## config.mk

```make
export PLATFORM = sky130hd
export DESIGN_NAME = fetch_issue_ctrl
export DESIGN_NICKNAME = d
export VERILOG_FILES = /design/src/rtl/fetch_issue_ctrl.sv
export SDC_FILE = /design/constraint.sdc
export NUM_CORES = 1
export LEC_CHECK = 0
export ABC_CLOCK_PERIOD_IN_PS = 15900
export BUFFER_PORTS_ARGS = -buffer_cell sky130_fd_sc_hd__buf_2
export CAP_MARGIN = 10
export CORE_ASPECT_RATIO = 2
export CORE_MARGIN = 4
export CORE_UTILIZATION = 60
export DETAILED_ROUTE_END_ITERATION = 10
export PLACE_DENSITY = 0.8
export REMOVE_ABC_BUFFERS = 1
export SYNTH_ARGS = -nofsm -noshare
export SYNTH_HDL_FRONTEND = slang
export SYNTH_SLANG_ARGS = --single-unit
```

## constraint.sdc

```tcl
create_clock -name clk -period 15.9 [get_ports clk]
set_clock_uncertainty 0.2 [all_clocks]
set_input_delay 1.59 -clock clk [delete_from_list [all_inputs] [get_ports clk]]
set_output_delay 1.59 -clock clk [all_outputs]
set_load 0.005 [all_outputs]
```

## src/rtl/fetch_issue_ctrl.sv

```systemverilog
// Fetch-to-decode instruction queue: compacts NOP-free pairs into a circular FIFO,
// offers up to two instructions per cycle to decode, and handles branch flush/drain.
module fetch_issue_ctrl #(
  parameter int DEPTH    = 8,
  parameter int STALL_TH = 4
) (
  input  logic                     clk,
  input  logic                     reset,
  input  logic [15:0]              instr1,
  input  logic [15:0]              instr2,
  input  logic                     flush,
  input  logic                     issue_ready,
  output logic                     fetch_stall,
  output logic [15:0]              issue_instr1,
  output logic [15:0]              issue_instr2,
  output logic                     issue_valid1,
  output logic                     issue_valid2,
  output logic [$clog2(DEPTH):0]   count,
  output logic                     overflow
);

  localparam int AW = $clog2(DEPTH);
  localparam int CW = AW + 1;

  if (DEPTH < 4 || (DEPTH & (DEPTH - 1)) != 0 || STALL_TH < 1 || STALL_TH > DEPTH - 4) begin : g_bad_params
    $error("fetch_issue_ctrl: DEPTH must be a power of two >= 4 and STALL_TH in 1..DEPTH-4");
  end

  typedef enum logic {RUN, DRAIN} state_t;

  state_t        state, state_next;
  logic [15:0]   mem [DEPTH];
  logic [AW-1:0] head, tail;

  logic [15:0]   head_entry, next_entry;
  logic [2:0]    head_rd;
  logic          hazard, run, accept, drop;
  logic [1:0]    deq_n, in_n, enq_n;
  logic [15:0]   first_instr, second_instr;
  logic [CW-1:0] free_slots;

  // Two-entry lookahead at the head for dual issue and the RAW check.
  assign head_entry = mem[head];
  assign next_entry = mem[head + AW'(1)];
  assign head_rd    = head_entry[11:9];
  assign hazard     = (head_rd != 3'd0) &&
                      (next_entry[8:6] == head_rd || next_entry[5:3] == head_rd);

  assign run    = (state == RUN);
  assign accept = run && !flush;

  assign issue_valid1 = accept && (count >= CW'(1));
  assign issue_valid2 = accept && (count >= CW'(2)) && !hazard;
  assign issue_instr1 = issue_valid1 ? head_entry : 16'h0000;
  assign issue_instr2 = issue_valid2 ? next_entry : 16'h0000;
  assign fetch_stall  = run && (count >= CW'(STALL_TH));

  // Issue valids already fold in flush and DRAIN, so deq_n is zero there.
  always_comb begin
    deq_n        = issue_ready ? ({1'b0, issue_valid1} + {1'b0, issue_valid2}) : 2'd0;
    first_instr  = instr1;
    second_instr = instr2;
    in_n         = 2'd0;
    if (instr1 != 16'h0000) begin
      in_n = (instr2 != 16'h0000) ? 2'd2 : 2'd1;
    end else if (instr2 != 16'h0000) begin
      first_instr = instr2;
      in_n        = 2'd1;
    end
    // Slots freed by this cycle's dequeue are reusable by this cycle's enqueue.
    free_slots = CW'(DEPTH) - count + CW'(deq_n);
    drop       = accept && (CW'(in_n) > free_slots);
    enq_n      = 2'd0;
    if (accept) begin
      enq_n = (CW'(in_n) > free_slots) ? free_slots[1:0] : in_n;
    end
  end

  always_comb begin
    state_next = state;
    case (state)
      RUN:     if (flush) state_next = DRAIN;
      DRAIN:   state_next = flush ? DRAIN : RUN;
      default: state_next = RUN;
    endcase
  end

  always_ff @(posedge clk) begin
    if (reset) begin
      state    <= RUN;
      head     <= '0;
      tail     <= '0;
      count    <= '0;
      overflow <= 1'b0;
    end else begin
      state <= state_next;
      if (flush) begin
        head  <= tail;
        count <= '0;
      end else begin
        head     <= head + AW'(deq_n);
        tail     <= tail + AW'(enq_n);
        count    <= count - CW'(deq_n) + CW'(enq_n);
        overflow <= overflow | drop;
      end
    end
  end

  // NOTE: storage has no reset; entries are only observable once written and counted.
  always_ff @(posedge clk) begin
    if (!reset && enq_n != 2'd0) begin
      mem[tail] <= first_instr;
      if (enq_n == 2'd2) mem[tail + AW'(1)] <= second_instr;
    end
  end

endmodule

```

* Word-level counts from Yosys, hierarchy flattened
Memories as Yosys holds them, arrays and structs flattened. A register that Yosys moved wholly into a read port is not among the register bits.
Index checks and enable logic that the tools add are counted.
** Cells by class
- Divide/modulo/power cells :: 0
- Equal/unequal tests :: 3
- Reductions and logical operators :: 17
- Multiply operators :: 0
- Shift-type cells :: 0
- Muxes and demuxes :: 18
- $add $sub $neg :: 9
- Bitwise gates (word level) :: 2
- Order comparisons :: 4
** Operator list (number)
- 16-bit 2-to-1 mux :: 4
- 16-bit nonzero test :: 2
- 2-bit 2-to-1 mux :: 5
- 4-bit by 2-bit adder with 4-bit output :: 2
- 1-bit logical AND :: 8
- 1-bit 2-to-1 mux :: 7
- 3-bit by 1-bit adder with 3-bit output, second input constant :: 2
- 3-bit by 2-bit adder with 3-bit output :: 2
- 3-bit == test :: 2
- 3-bit 2-to-1 mux :: 2
- 4-bit by 1-bit greater-or-equal comparator with 1-bit output, second input constant :: 1
- 4-bit by 2-bit greater-or-equal comparator with 1-bit output, second input constant :: 1
- 4-bit by 3-bit greater-or-equal comparator with 1-bit output, second input constant :: 1
- 2-bit by 4-bit greater-than comparator with 1-bit output :: 1
- 4-bit by 2-bit subtractor with 4-bit output :: 1
- 4-bit subtractor, first input constant :: 1
- 1-bit logical NOT :: 3
- 3-bit nonzero test :: 1
- 1-bit by 1-bit adder with 2-bit output :: 1
- 2-bit == test, second input constant :: 1
- 2-bit nonzero test :: 1
- 2-bit OR reduction :: 1
- 1-bit logical OR :: 1
- 1-bit NOT :: 1
- 1-bit bitwise OR :: 1
** Word-level totals
- Latch bits :: 0
- Flip-flop bits (word level) :: 12
- Word-level logic and storage cells :: 59
- Memory bits (writable) :: 128
- Output and inout bits :: 40
- Memories :: 1
- Bits in read-only memories :: 0
** Memory list
- mem :: words 8, bits a word 16, read ports 2, clocked after Yosys merged registers in 1, write ports 2, line 32 : logic [15:0] mem [DEPTH];

* Longest topological paths before layout
Gate-level depths: netlist of the first run.
An unclocked memory read counts as a cell.
- Word-level depth :: 17
- Depth in mapped cells :: 27

* Worst setup path after synthesis of the first run
Ideal clock, no wire load.
- Kind :: register to register
- Start :: register head[0]
- End :: memory mem[3][0] (enable)
- Setup slack :: 9.199 ns
- Setup time :: 0.411 ns
- Required time :: 15.289 ns
- Arrival time :: 6.090 ns
- Clock period less this slack :: 6.701 ns
- Stages on the path, launching flop included :: 22
- Buffers on the path :: 3
- Cells stage by stage :: dfxtp_1 ha_1 clkbuf_1 buf_2 mux4_1 mux2i_1 xnor2_1 or4_1 nand3_2 buf_6 inv_1 ha_1 nand2_1 ha_1 fa_1 ha_1 nor2b_1 o21ai_0 nor2_1 mux2i_1 a211o_1 o21ai_0
** RTL lines
- start: declaration :: line 33 : logic [AW-1:0] head, tail;
- start signal: assignment :: line 98 : head <= tail;
- start signal: assignment :: line 101 : head <= head + AW'(deq_n);
- end: declaration :: line 32

==> results by group, run 1 <==
Logic synthesis
  – Top FF cell, synth: edfxtp_1
  – Synth Instances: 636
  – Synth Cell Area: 0.00856 mm2
  – Flip-flop and latch count after synthesis: 140
  – Cell variety after synth: 45
  – Sequential share of the synthesized area: 47.7%
  – Number of warnings reported in the yosys synthesis log: 0
  – Syn_area_per_cell: 13.5 um2
  – Share of flip-flops with an asynchronous set or reset after synthesis: 0%
  – Number of flops mapped to enable cells by yosys: 128

Critical path
  – Most numerous cell on the critical path: ha_1
  – WP data required: 15870 ps
  – Ordered cell list for the critical path: ha_2, buf_4, mux4_2, mux2i_1, xor2_1, or4_1, nand3_2, inv_1, ha_1, nand2_1, ha_1, fa_1, ha_1, a21oi_1, o21ai_0, o2111a_1, o2111ai_2, nand2_1, a22o_1
  – Data arrival at the endpoint of the critical path: 8920 ps
  – Stage delay of the slowest cell on the critical path: 1040 ps
  – Cell with the largest stage delay on the worst path: dfxtp_2
  – Kind of cell adding the most delay to the critical path: compound AO/OA/AOI/OAI gates
  – Number of buffer and inverter stages on the critical path: 2
  – Category of the critical setup timing path: flip-flop to flip-flop
  – Largest fanout on the critical path: 34
  – Worst Setup End Kind: flip-flop
  – Nature of the critical path startpoint: flip-flop

Timing
  – Clock period minus final worst setup slack: 8950 ps
  – Final Hold Fails: 0
  – Max Clock Freq: 0.112 GHz
  – Unrepaired setup endpoints after global routing: false
  – Remaining max-slew budget at the tightest pin: 21.9%
  – Endpoints failing setup: 0
  – Measured slew at the worst slew-check pin: 1170 ps
  – Final number of max-transition violations: 0
  – Share of the cycle needed by the critical path after routing: 56.3%
  – Setup TNS: 0 ps

Finish
  – Post-layout nets: 731
  – Antenna fix cells: 0
  – Non-Filler Instances: 877
  – Relative area change from synthesis to final layout: 12.4%
  – Fraction of layout instances using a drive strength above 1: 28.6%

Floorplanning
  – Die extent in y: 177 um
  – Total die area: 0.0163 mm2
  – Initial core utilization: 61.3%
  – Area of the core: 0.0140 mm2
  – Total I/O pin count: 76
  – Std-Cell Rows: 61
  – Horizontal die dimension: 92.4 um

Power and ir drop
  – Lkg Pwr: 3.42 nW
  – VDD IR max: 0.118 mV
  – Power per cell area: 127 mW/mm2

Place
  – Dpl cells: 844
  – Routability cong.: 0.927
  – Number of buffer cells added on primary ports: 75
  – DP Wirelength: 16.9 mm

CTS
  – Post-CTS setup buffer count: 0
  – H-tree lvl count: 4
  – Clk sinks: 140
  – Cell at the root of the clock tree: clkbuf_16
  – CTS tree: built
  – Clock-pin slew reported for the worst setup and hold paths after clock tree synthesis: 60 ps
  – Number of cells upsized or downsized after cts: 0
  – Number of buffers inserted for hold repair after clock tree synthesis: 0
  – Worst-skew pair later-pin latency: 430 ps
  – Total clock buffers created by CTS: 17
  – Buffers from clock root to sink, at most: 2

Drt
  – First-pass detailed-route iteration total: 5
  – Total wire length after detailed routing: 26.6 mm
  – WL per Instance: 30.4 um
  – DR DRC count: 0
  – Routed via count divided by cell count: 7.52
  – Initial detailed-routing violation count: 877
  – Total number of vias: 6595
  – Final antenna-violating net count: 0

Global routing
  – Maximum number of pins on one net before global-route repair: 53
  – Antenna violations before repair: 0
  – First-pass GRT wire length: 40.4 mm
  – Total routing resource utilization after global routing: 34.0%
  – Leftover overflow at the end of global routing: 0
  – Vias in the first global route: 7020

Hold path
  – Class of the worst hold path: flip-flop to flip-flop

Flow run
  – Count of maximum capacitance violations: 0

Status
  – Result of the run: finished, final reports clean
## tightest hold or removal path: stages (launching register included)
cell and delay [ps]:
dfxtp_1 330, a21oi_1 40, nor2_1 70
## layout make-up
class	count	area (um2)
Sequential cell	140	4090
Inverter	23	86.3
Clock buffer	18	429
Fill cell	935	4350
Clock inverter	14	184
Multi-Input combinational cell	400	4070
Tap cell	189	236
Timing Repair Buffer	93	518
## kinds of logic after synthesis
group,share of synthesized area [%]
fa+ha+maj,3.36
simple gates,5.48
mux,21.4
compound gates,16.1
xor+xnor,1.23
buf+inv,4.77
flops,47.7
## report_power, final
group          internal, W  switching [W]  leakage, nW  total, W
combinational     0.000155       0.000197         1.87  0.000352
sequential        0.000433      0.0000205         1.26  0.000454
clock             0.000251       0.000166        0.293  0.000416
## path summary, 6_finish.rpt
check	from	endpoint	slack [ps]	cells after the start
setup / recovery	head[1]$_SDFF_PP0_	mem[3][8]$_DFFE_PP_	6950	19
hold / removal	overflow$_SDFFE_PP0N_	overflow$_SDFFE_PP0N_	270	2
setup reg to reg	head[1]$_SDFF_PP0_	mem[3][8]$_DFFE_PP_	6950	19
hold reg to reg	overflow$_SDFFE_PP0N_	overflow$_SDFFE_PP0N_	270	2
## per-layer routing
| metal | GRT usage (%) | vias up | wire, um |
|---|---|---|---|
| met5 | 0 | - | 0 |
| met4 | 22.3 | 0 | 2150 |
| met3 | 8.21 | 175 | 2920 |
| met2 | 58.8 | 579 | 13800 |
| met1 | 36.4 | 3198 | 7810 |
| li1 | - | 2643 | - |
## through the flow
stage / hold slack, ps / cell area, um2 / setup slack, ps / utilization, % / power [W]
floorplan: 260 / 8230 / 6630 / - / 0.000688
global placement: 255 / 8990 / 7040 / 64.3 / 0.000790
detailed placement: 272 / 8990 / 6840 / 64.3 / 0.000806
CTS: 288 / 9600 / 6780 / 68.7 / 0.00122
global route: 353 / 9610 / 6590 / 68.8 / 0.00127
finish: 275 / 9610 / 6950 / 68.8 / 0.00122
## state kept, by name, summed over array words and instances (netlist names)
register  cells
overflow      1
tail          3
count         4
state         1
mem         128
head          3
## cells in the mapped netlist, types with 2 or more instances
cell type  instances  area [um2]
a211o_1            3        26.3
xnor2_1            8        70.1
xor2_1             4        35.0
nor2b_1            2        12.5
buf_2             14        70.1
nor3_1             2        10.0
nand2_1           21        78.8
inv_1             22        82.6
nor4_1            10        62.6
buf_1             28         105
and2_1             2        12.5
mux4_2            55        1240
o21ai_2            2        17.5
mux2i_1           33         330
fa_1               5         100
mux2_2             2        22.5
ha_1              15         188
or2_2              2        12.5
o21ai_0           12        60.1
nor2_1            48         180
a21oi_1           21         105
o2111ai_2          5        75.1
edfxtp_1         128        3840
and3_1             3        18.8
dfxtp_1           12         240
a22o_1           120        1050
buf_6              2        22.5
clkbuf_1          27         101
mux4_1             9         236
nand3_1            4        20.0
## layout by cell type, fill, tap and decap left out, drive strengths merged, types with 10 or more instances in the layout
cell,instances
nor4,10
ha,15
inv,29
a22o,120
nor2,48
clkbuf,18
dfxtp,12
mux4,64
a21oi,21
buf,93
edfxtp,128
nand2,21
o21ai,14
mux2i,33
No activity file was read; power rests on OpenSTA's default activity.
==> run 2, diff against run 1 <==
--- a/config.mk
+++ b/config.mk
@@ -5,7 +5,7 @@
 export SDC_FILE = /design/constraint.sdc
 export NUM_CORES = 1
 export LEC_CHECK = 0
-export ABC_CLOCK_PERIOD_IN_PS = 15900
+export ABC_CLOCK_PERIOD_IN_PS = 8400
 export BUFFER_PORTS_ARGS = -buffer_cell sky130_fd_sc_hd__buf_2
 export CAP_MARGIN = 10
 export CORE_ASPECT_RATIO = 2
==> constraint.sdc (replaced) <==
create_clock -name clk -period 8.4 [get_ports clk]
set_clock_uncertainty 0.2 [all_clocks]
set_input_delay 0.84 -clock clk [delete_from_list [all_inputs] [get_ports clk]]
set_output_delay 0.84 -clock clk [all_outputs]
set_load 0.005 [all_outputs]
==> run 2 against run 1 <==
Effect of this change: fmax is 21% higher; count of clock-buffer cells in the layout is 1 lower; die area stayed put; register-to-register slack worse by 5900 ps; critical endpoint is now mem[7][10]$_DFFE_PP_.
==> results by group, run 2 (synthesis gave the netlist of run 1 again) <==
Timing
  – Final Hold Fails: 0 (unchanged)
  – Remaining max-slew budget at the tightest pin: 17.6% (was 21.9%)
  – Setup TNS: 0 ps (unchanged)
  – Max Clock Freq: 0.135 GHz (was 0.112 GHz)
  – Final number of max-transition violations: 0 (unchanged)
  – Clock period minus final worst setup slack: 7390 ps (was 8950 ps)
  – Measured slew at the worst slew-check pin: 1230 ps (was 1170 ps)
  – Setup slack of the critical path after layout: 1010 ps (was 6950 ps)
  – Share of the cycle needed by the critical path after routing: 87.9% (was 56.3%)
  – Endpoints failing setup: 0 (unchanged)
  – Unrepaired setup endpoints after global routing: false (unchanged)

Critical path
  – Worst Setup End Kind: flip-flop (unchanged)
  – Category of the critical setup timing path: flip-flop to flip-flop (unchanged)
  – Data arrival at the endpoint of the critical path: 7300 ps (was 8920 ps)
  – Nature of the critical path startpoint: flip-flop (unchanged)
  – WP data required: 8310 ps (was 15870 ps)
  – Reg2Reg Depth: 19 (unchanged)
  – Largest fanout on the critical path: 17 (was 34)

Finish
  – Largest register by flop count: mem (unchanged)
  – Post-layout nets: 736 (was 731)
  – Fraction of layout instances using a drive strength above 1: 29.3% (was 28.6%)
  – Leading cell types in the layout, fill and taps excluded: edfxtp_1 (128), a22o_1 (120), buf_2 (75) (unchanged)
  – Number of flip-flops in the largest register: 128 (unchanged)
  – Relative area change from synthesis to final layout: 12.2% (was 12.4%)
  – Antenna fix cells: 0 (unchanged)
  – Registers with the most flip-flops: mem x128, count x4 (unchanged)
  – Most frequent standard cell in the layout excluding fill and tap cells: edfxtp_1 (unchanged)

Floorplanning
  – Initial core utilization: 61.3% (unchanged)
  – Std-Cell Rows: 61 (unchanged)
  – Die extent in y: 177 um (unchanged)
  – Horizontal die dimension: 92.4 um (unchanged)
  – Area of the core: 0.0140 mm2 (unchanged)
  – Total die area: 0.0163 mm2 (unchanged)
  – Total I/O pin count: 76 (unchanged)

CTS
  – Number of cells upsized or downsized after cts: 0 (unchanged)
  – Worst-skew pair later-pin latency: 410 ps (was 430 ps)
  – Post-CTS setup buffer count: 0 (unchanged)
  – Clk sinks: 140 (unchanged)
  – H-tree lvl count: 4 (unchanged)
  – Total clock buffers created by CTS: 17 (unchanged)
  – Clock-pin slew reported for the worst setup and hold paths after clock tree synthesis: 60 ps (about the same)
  – CTS tree: built (unchanged)
  – Buffers from clock root to sink, at most: 2 (unchanged)
  – Cell at the root of the clock tree: clkbuf_16 (unchanged)
  – Number of buffers inserted for hold repair after clock tree synthesis: 0 (unchanged)

Drt
  – Routed via count divided by cell count: 7.31 (was 7.52)
  – Initial detailed-routing violation count: 790 (was 877)
  – Total wire length after detailed routing: 25.6 mm (was 26.6 mm)
  – Final antenna-violating net count: 0 (unchanged)
  – Total number of vias: 6445 (was 6595)
  – DR DRC count: 0 (unchanged)
  – WL per Instance: 29.1 um (was 30.4 um)
  – First-pass detailed-route iteration total: 6 (was 5)

Place
  – Number of buffer cells added on primary ports: 75 (unchanged)
  – DP Wirelength: 17.1 mm (was 16.9 mm)
  – Routability cong.: 0.939 (was 0.927)
  – Pre-CTS setup slack: 1100 ps (was 6840 ps)

Power and ir drop
  – Lkg Pwr: 3.42 nW (about the same)
  – Power per cell area: 233 mW/mm2 (was 127 mW/mm2)
  – Portion of total power attributed to sequential cells: 38.0% (was 37.1%)
  – Clk pwr share: 31.5% (was 34.1%)
  – Comb power frac: 30.6% (was 28.8%)
  – Switch share: 32.7% (was 31.4%)
  – Total internal power: 0.00150 W (was 0.000838 W)
  – VDD IR max: 0.207 mV (was 0.118 mV)
  – Reported net switching power: 0.000732 W (was 0.000384 W)

Status
  – Result of the run: finished, final reports clean (unchanged)

Hold path
  – Class of the worst hold path: flip-flop to flip-flop (unchanged)
  – Min-Delay Path Depth: 2 (unchanged)

Global routing
  – Vias in the first global route: 6615 (was 7020)
  – Leftover overflow at the end of global routing: 0 (unchanged)
  – Total routing resource utilization after global routing: 32.5% (was 34.0%)
  – Antenna violations before repair: 0 (unchanged)
  – First-pass GRT wire length: 38.5 mm (was 40.4 mm)
  – Maximum number of pins on one net before global-route repair: 62 (was 53)

Flow run
  – Count of maximum capacitance violations: 0 (unchanged)
run 2: cell count changes in the layout (fill, tap and decap cells not counted), sizes merged:
cell and delta:
buf +5, bufinv -3, inv +3, clkbuf -1, clkinvlp +1
run 2: cell type report:
class / count / area, um2
well taps: 189 / 236
repair buffers: 98 / 561
clock inverters: 15 / 129
fillers: 986 / 4370
multi-input cells: 400 / 4070
flip-flops and latches: 140 / 4090
clock buffers: 17 / 425
inverters: 23 / 86.3
run 2: worst max-delay path, cell delays in order, from the launching register on:
cell and delay (ps):
dfxtp_2 330, ha_2 610, mux4_2 550, mux2i_1 350
xor2_1 110, or4_1 510, nand3_2 350, inv_1 130
ha_1 300, nand2_1 70, ha_1 210, fa_1 480
ha_1 300, nor2b_1 130, o21ai_0 300, nor2_1 180
mux2i_1 230, a211o_1 390, o21ai_1 960, buf_4 380
run 2: path summary, 6_finish.rpt:
| kind | startpoint | end | slack [ps] |
|---|---|---|---|
| worst max-delay path | head[1]$_SDFF_PP0_ | mem[7][10]$_DFFE_PP_ | 1010 |
| worst max register to register | head[1]$_SDFF_PP0_ | mem[7][10]$_DFFE_PP_ | 1010 |
| worst min-delay path | overflow$_SDFFE_PP0N_ | overflow$_SDFFE_PP0N_ | 290 |
| worst min register to register | overflow$_SDFFE_PP0N_ | overflow$_SDFFE_PP0N_ | 290 |
run 2: through the flow:
step / cell area [um2] / total power [W] / std cells / hold slack [ps] / util [%]
CTS: 9600 / 0.00223 / 882 / 284 / 68.7
finish: 9600 / 0.00224 / 882 / 286 / 68.7
detailed placement: 9040 / 0.00154 / 850 / 262 / 64.7
global placement: 9040 / 0.00151 / 850 / 254 / 64.7
global route: 9600 / 0.00233 / 882 / 324 / 68.7
floorplan: 8230 / 0.00130 / 563 / 260 / -
run 2: power by group through the flow:
stage | logic, W | registers (W) | clock network, W
floorplan | 0.000432 | 0.000870 | 0
global placement | 0.000653 | 0.000859 | 0
detailed placement | 0.000673 | 0.000863 | 0
CTS | 0.000677 | 0.000849 | 0.000703
global route | 0.000740 | 0.000854 | 0.000735
finish | 0.000684 | 0.000849 | 0.000704
run 2: metal layers:
metal / share of wire (%) / wire length (um) / up-vias / global-route usage [%]
li1: - / - / 2645 / -
met1: 29 / 7550 / 3128 / 35.1
met5: 0 / 0 / - / 0
met2: 53 / 13600 / 534 / 57.5
met4: 6.8 / 1730 / 0 / 19.9
met3: 11 / 2760 / 138 / 6.64
==> run 3, diff against run 2 <==
--- a/config.mk
+++ b/config.mk
@@ -8,11 +8,13 @@
 export ABC_CLOCK_PERIOD_IN_PS = 8400
 export BUFFER_PORTS_ARGS = -buffer_cell sky130_fd_sc_hd__buf_2
 export CAP_MARGIN = 10
+export CELL_PAD_IN_SITES_DETAIL_PLACEMENT = 1
+export CELL_PAD_IN_SITES_GLOBAL_PLACEMENT = 2
 export CORE_ASPECT_RATIO = 2
 export CORE_MARGIN = 4
-export CORE_UTILIZATION = 60
+export CORE_UTILIZATION = 43
 export DETAILED_ROUTE_END_ITERATION = 10
-export PLACE_DENSITY = 0.8
+export PLACE_DENSITY_LB_ADDON = 0.1
 export REMOVE_ABC_BUFFERS = 1
 export SYNTH_ARGS = -nofsm -noshare
 export SYNTH_HDL_FRONTEND = slang
==> run 3 against run 2 <==
Effect of this change: wire length increased by 20%; global-route usage down 4.3 points; combinational power increased by 3%; register-to-register slack got worse by 20 ps.
==> results by group, run 3 (synthesis gave the netlist of run 1 again) <==
Timing
  – Unrepaired setup endpoints after global routing: false (unchanged)
  – Final number of max-transition violations: 0 (unchanged)
  – Final Hold Fails: 0 (unchanged)
  – Setup slack of the critical path after layout: 999 ps (was 1010 ps)
  – Max Clock Freq: 0.135 GHz (about the same)
  – Remaining max-slew budget at the tightest pin: 27.7% (was 17.6%)
  – Endpoints failing setup: 0 (unchanged)
  – Clock period minus final worst setup slack: 7400 ps (was 7390 ps)
  – Measured slew at the worst slew-check pin: 1080 ps (was 1230 ps)
  – Final worst hold slack: 294 ps (was 286 ps)
  – Share of the cycle needed by the critical path after routing: 88.1% (was 87.9%)

Critical path
  – Worst Setup End Kind: flip-flop (unchanged)
  – WP data required: 8380 ps (was 8310 ps)
  – Nature of the critical path startpoint: flip-flop (unchanged)
  – Launching point of the worst reg2reg path: head[0]$_SDFF_PP0_ (was head[1]$_SDFF_PP0_)
  – RR Endpoint: mem[0][12]$_DFFE_PP_ (was mem[7][10]$_DFFE_PP_)
  – Setup slack of the most critical reg-to-reg path: 1000 ps (was 1010 ps)
  – Data arrival at the endpoint of the critical path: 7380 ps (was 7300 ps)
  – Reg2Reg Depth: 18 (was 19)
  – Largest fanout on the critical path: 32 (was 17)
  – Category of the critical setup timing path: flip-flop to flip-flop (unchanged)

CTS
  – Clock-pin slew reported for the worst setup and hold paths after clock tree synthesis: 60 ps (about the same)
  – Number of buffers inserted for hold repair after clock tree synthesis: 0 (unchanged)
  – Post-CTS setup buffer count: 0 (unchanged)
  – H-tree lvl count: 4 (unchanged)
  – Number of cells upsized or downsized after cts: 0 (unchanged)
  – Clk sinks: 140 (unchanged)
  – Total clock buffers created by CTS: 17 (unchanged)
  – CTS tree: built (unchanged)
  – Cell at the root of the clock tree: clkbuf_16 (unchanged)
  – Worst-skew pair later-pin latency: 430 ps (was 410 ps)
  – Buffers from clock root to sink, at most: 2 (unchanged)

Finish
  – Non-Filler Instances: 951 (was 882)
  – Most frequent standard cell in the layout excluding fill and tap cells: edfxtp_1 (unchanged)
  – Post-layout utilization of the core: 50.2% (was 68.7%)
  – Number of flip-flops in the largest register: 128 (unchanged)
  – Relative area change from synthesis to final layout: 14.1% (was 12.2%)
  – Fraction of layout instances using a drive strength above 1: 30.3% (was 29.3%)
  – Post-layout nets: 735 (was 736)
  – Largest register by flop count: mem (unchanged)
  – Leading cell types in the layout, fill and taps excluded: edfxtp_1 (128), a22o_1 (120), buf_2 (75) (unchanged)
  – Registers with the most flip-flops: mem x128, count x4 (unchanged)
  – Antenna fix cells: 0 (unchanged)

Floorplanning
  – Area of the core: 0.0195 mm2 (was 0.0140 mm2)
  – Total I/O pin count: 76 (unchanged)
  – Std-Cell Rows: 72 (was 61)
  – Total die area: 0.0224 mm2 (was 0.0163 mm2)
  – Horizontal die dimension: 108 um (was 92.4 um)
  – Initial core utilization: 44.0% (was 61.3%)
  – Die extent in y: 207 um (was 177 um)

Place
  – DP Wirelength: 21.0 mm (was 17.1 mm)
  – Number of buffer cells added on primary ports: 75 (unchanged)
  – Dpl cells: 919 (was 850)
  – Routability cong.: 0.889 (was 0.939)
  – Pre-CTS setup slack: 1050 ps (was 1100 ps)

Hold path
  – Hold_sp: overflow$_SDFFE_PP0N_ (unchanged)
  – Class of the worst hold path: flip-flop to flip-flop (unchanged)
  – Min-Delay Path Depth: 2 (unchanged)
  – Hold-critical path endpoint: overflow$_SDFFE_PP0N_ (unchanged)

Drt
  – Total number of vias: 6324 (was 6445)
  – First-pass detailed-route iteration total: 5 (was 6)
  – Initial detailed-routing violation count: 494 (was 790)
  – WL per Instance: 32.3 um (was 29.1 um)
  – DR DRC count: 0 (unchanged)
  – Final antenna-violating net count: 0 (unchanged)
  – Routed via count divided by cell count: 6.65 (was 7.31)
  – Total wire length after detailed routing: 30.7 mm (was 25.6 mm)

Global routing
  – Antenna violations before repair: 0 (unchanged)
  – Total routing resource utilization after global routing: 28.2% (was 32.5%)
  – Maximum number of pins on one net before global-route repair: 34 (was 62)
  – Vias in the first global route: 6913 (was 6615)
  – Leftover overflow at the end of global routing: 0 (unchanged)
  – First-pass GRT wire length: 45.2 mm (was 38.5 mm)

Flow run
  – Count of maximum capacitance violations: 0 (unchanged)

Power and ir drop
  – VDD IR max: 0.155 mV (was 0.207 mV)
  – Power per cell area: 241 mW/mm2 (was 233 mW/mm2)
  – Lkg Pwr: 3.46 nW (was 3.42 nW)

Status
  – Result of the run: finished, final reports clean (unchanged)
[run 3: worst max-delay path by stage]
stage                            start                    to  slack [ps]  cells after the start
global route        head[0]$_SDFF_PP0_   mem[0][2]$_DFFE_PP_         770                     18
global placement    head[0]$_SDFF_PP0_   mem[0][2]$_DFFE_PP_        1200                     18
finish              head[0]$_SDFF_PP0_  mem[0][12]$_DFFE_PP_        1000                     18
CTS                 head[0]$_SDFF_PP0_  mem[0][12]$_DFFE_PP_        1030                     18
detailed placement  head[0]$_SDFF_PP0_  mem[0][12]$_DFFE_PP_        1050                     18
floorplan           head[0]$_SDFF_PP0_   mem[3][0]$_DFFE_PP_        -870                     19
[run 3: routing by layer]
layer / vias to the layer above / GRT usage (%) / part of all wire, %
met2: 282 / 51.3 / 56
met3: 77 / 4.67 / 5.3
met5: - / 0 / 0
met4: 0 / 14.4 / 5.0
met1: 3323 / 30.8 / 34
li1: 2642 / - / -
[run 3: per-stage QoR]
step	area, um2	total power, W	TNS [ps]
floorplan	8230	0.00130	-145780
global placement	9140	0.00154	0
finish	9760	0.00236	0
global route	9760	0.00246	0
CTS	9760	0.00237	0
detailed placement	9140	0.00157	0
[run 3: worst max-delay path, cell delays in order, from the launching register on]
cell and delay, ps:
dfxtp_2 340, buf_4 460, mux4_1 630, mux2i_1 590
xor2_1 140, or4_1 510, nand3_2 110, inv_1 70
ha_1 270, nand2_1 70, ha_1 220, fa_1 500
ha_1 300, a21oi_1 150, o21ai_0 200, o2111a_1 450
o21ai_2 860, nand2_1 680, a22o_1 360
[run 3: layout make-up]
cell class / count / area, um2
Clock inverter: 15 / 198
Tap cell: 259 / 324
Fill cell: 2014 / 9690
Inverter: 23 / 86.3
Clock buffer: 17 / 425
Timing Repair Buffer: 97 / 541
Multi-Input combinational cell: 400 / 4100
Sequential cell: 140 / 4090
[run 3: where the power goes]
group	leakage [nW]	internal, W	switching, W
sequential	1.26	0.000820	0.0000295
combinational	1.90	0.000299	0.000402
clock	0.301	0.000496	0.000310
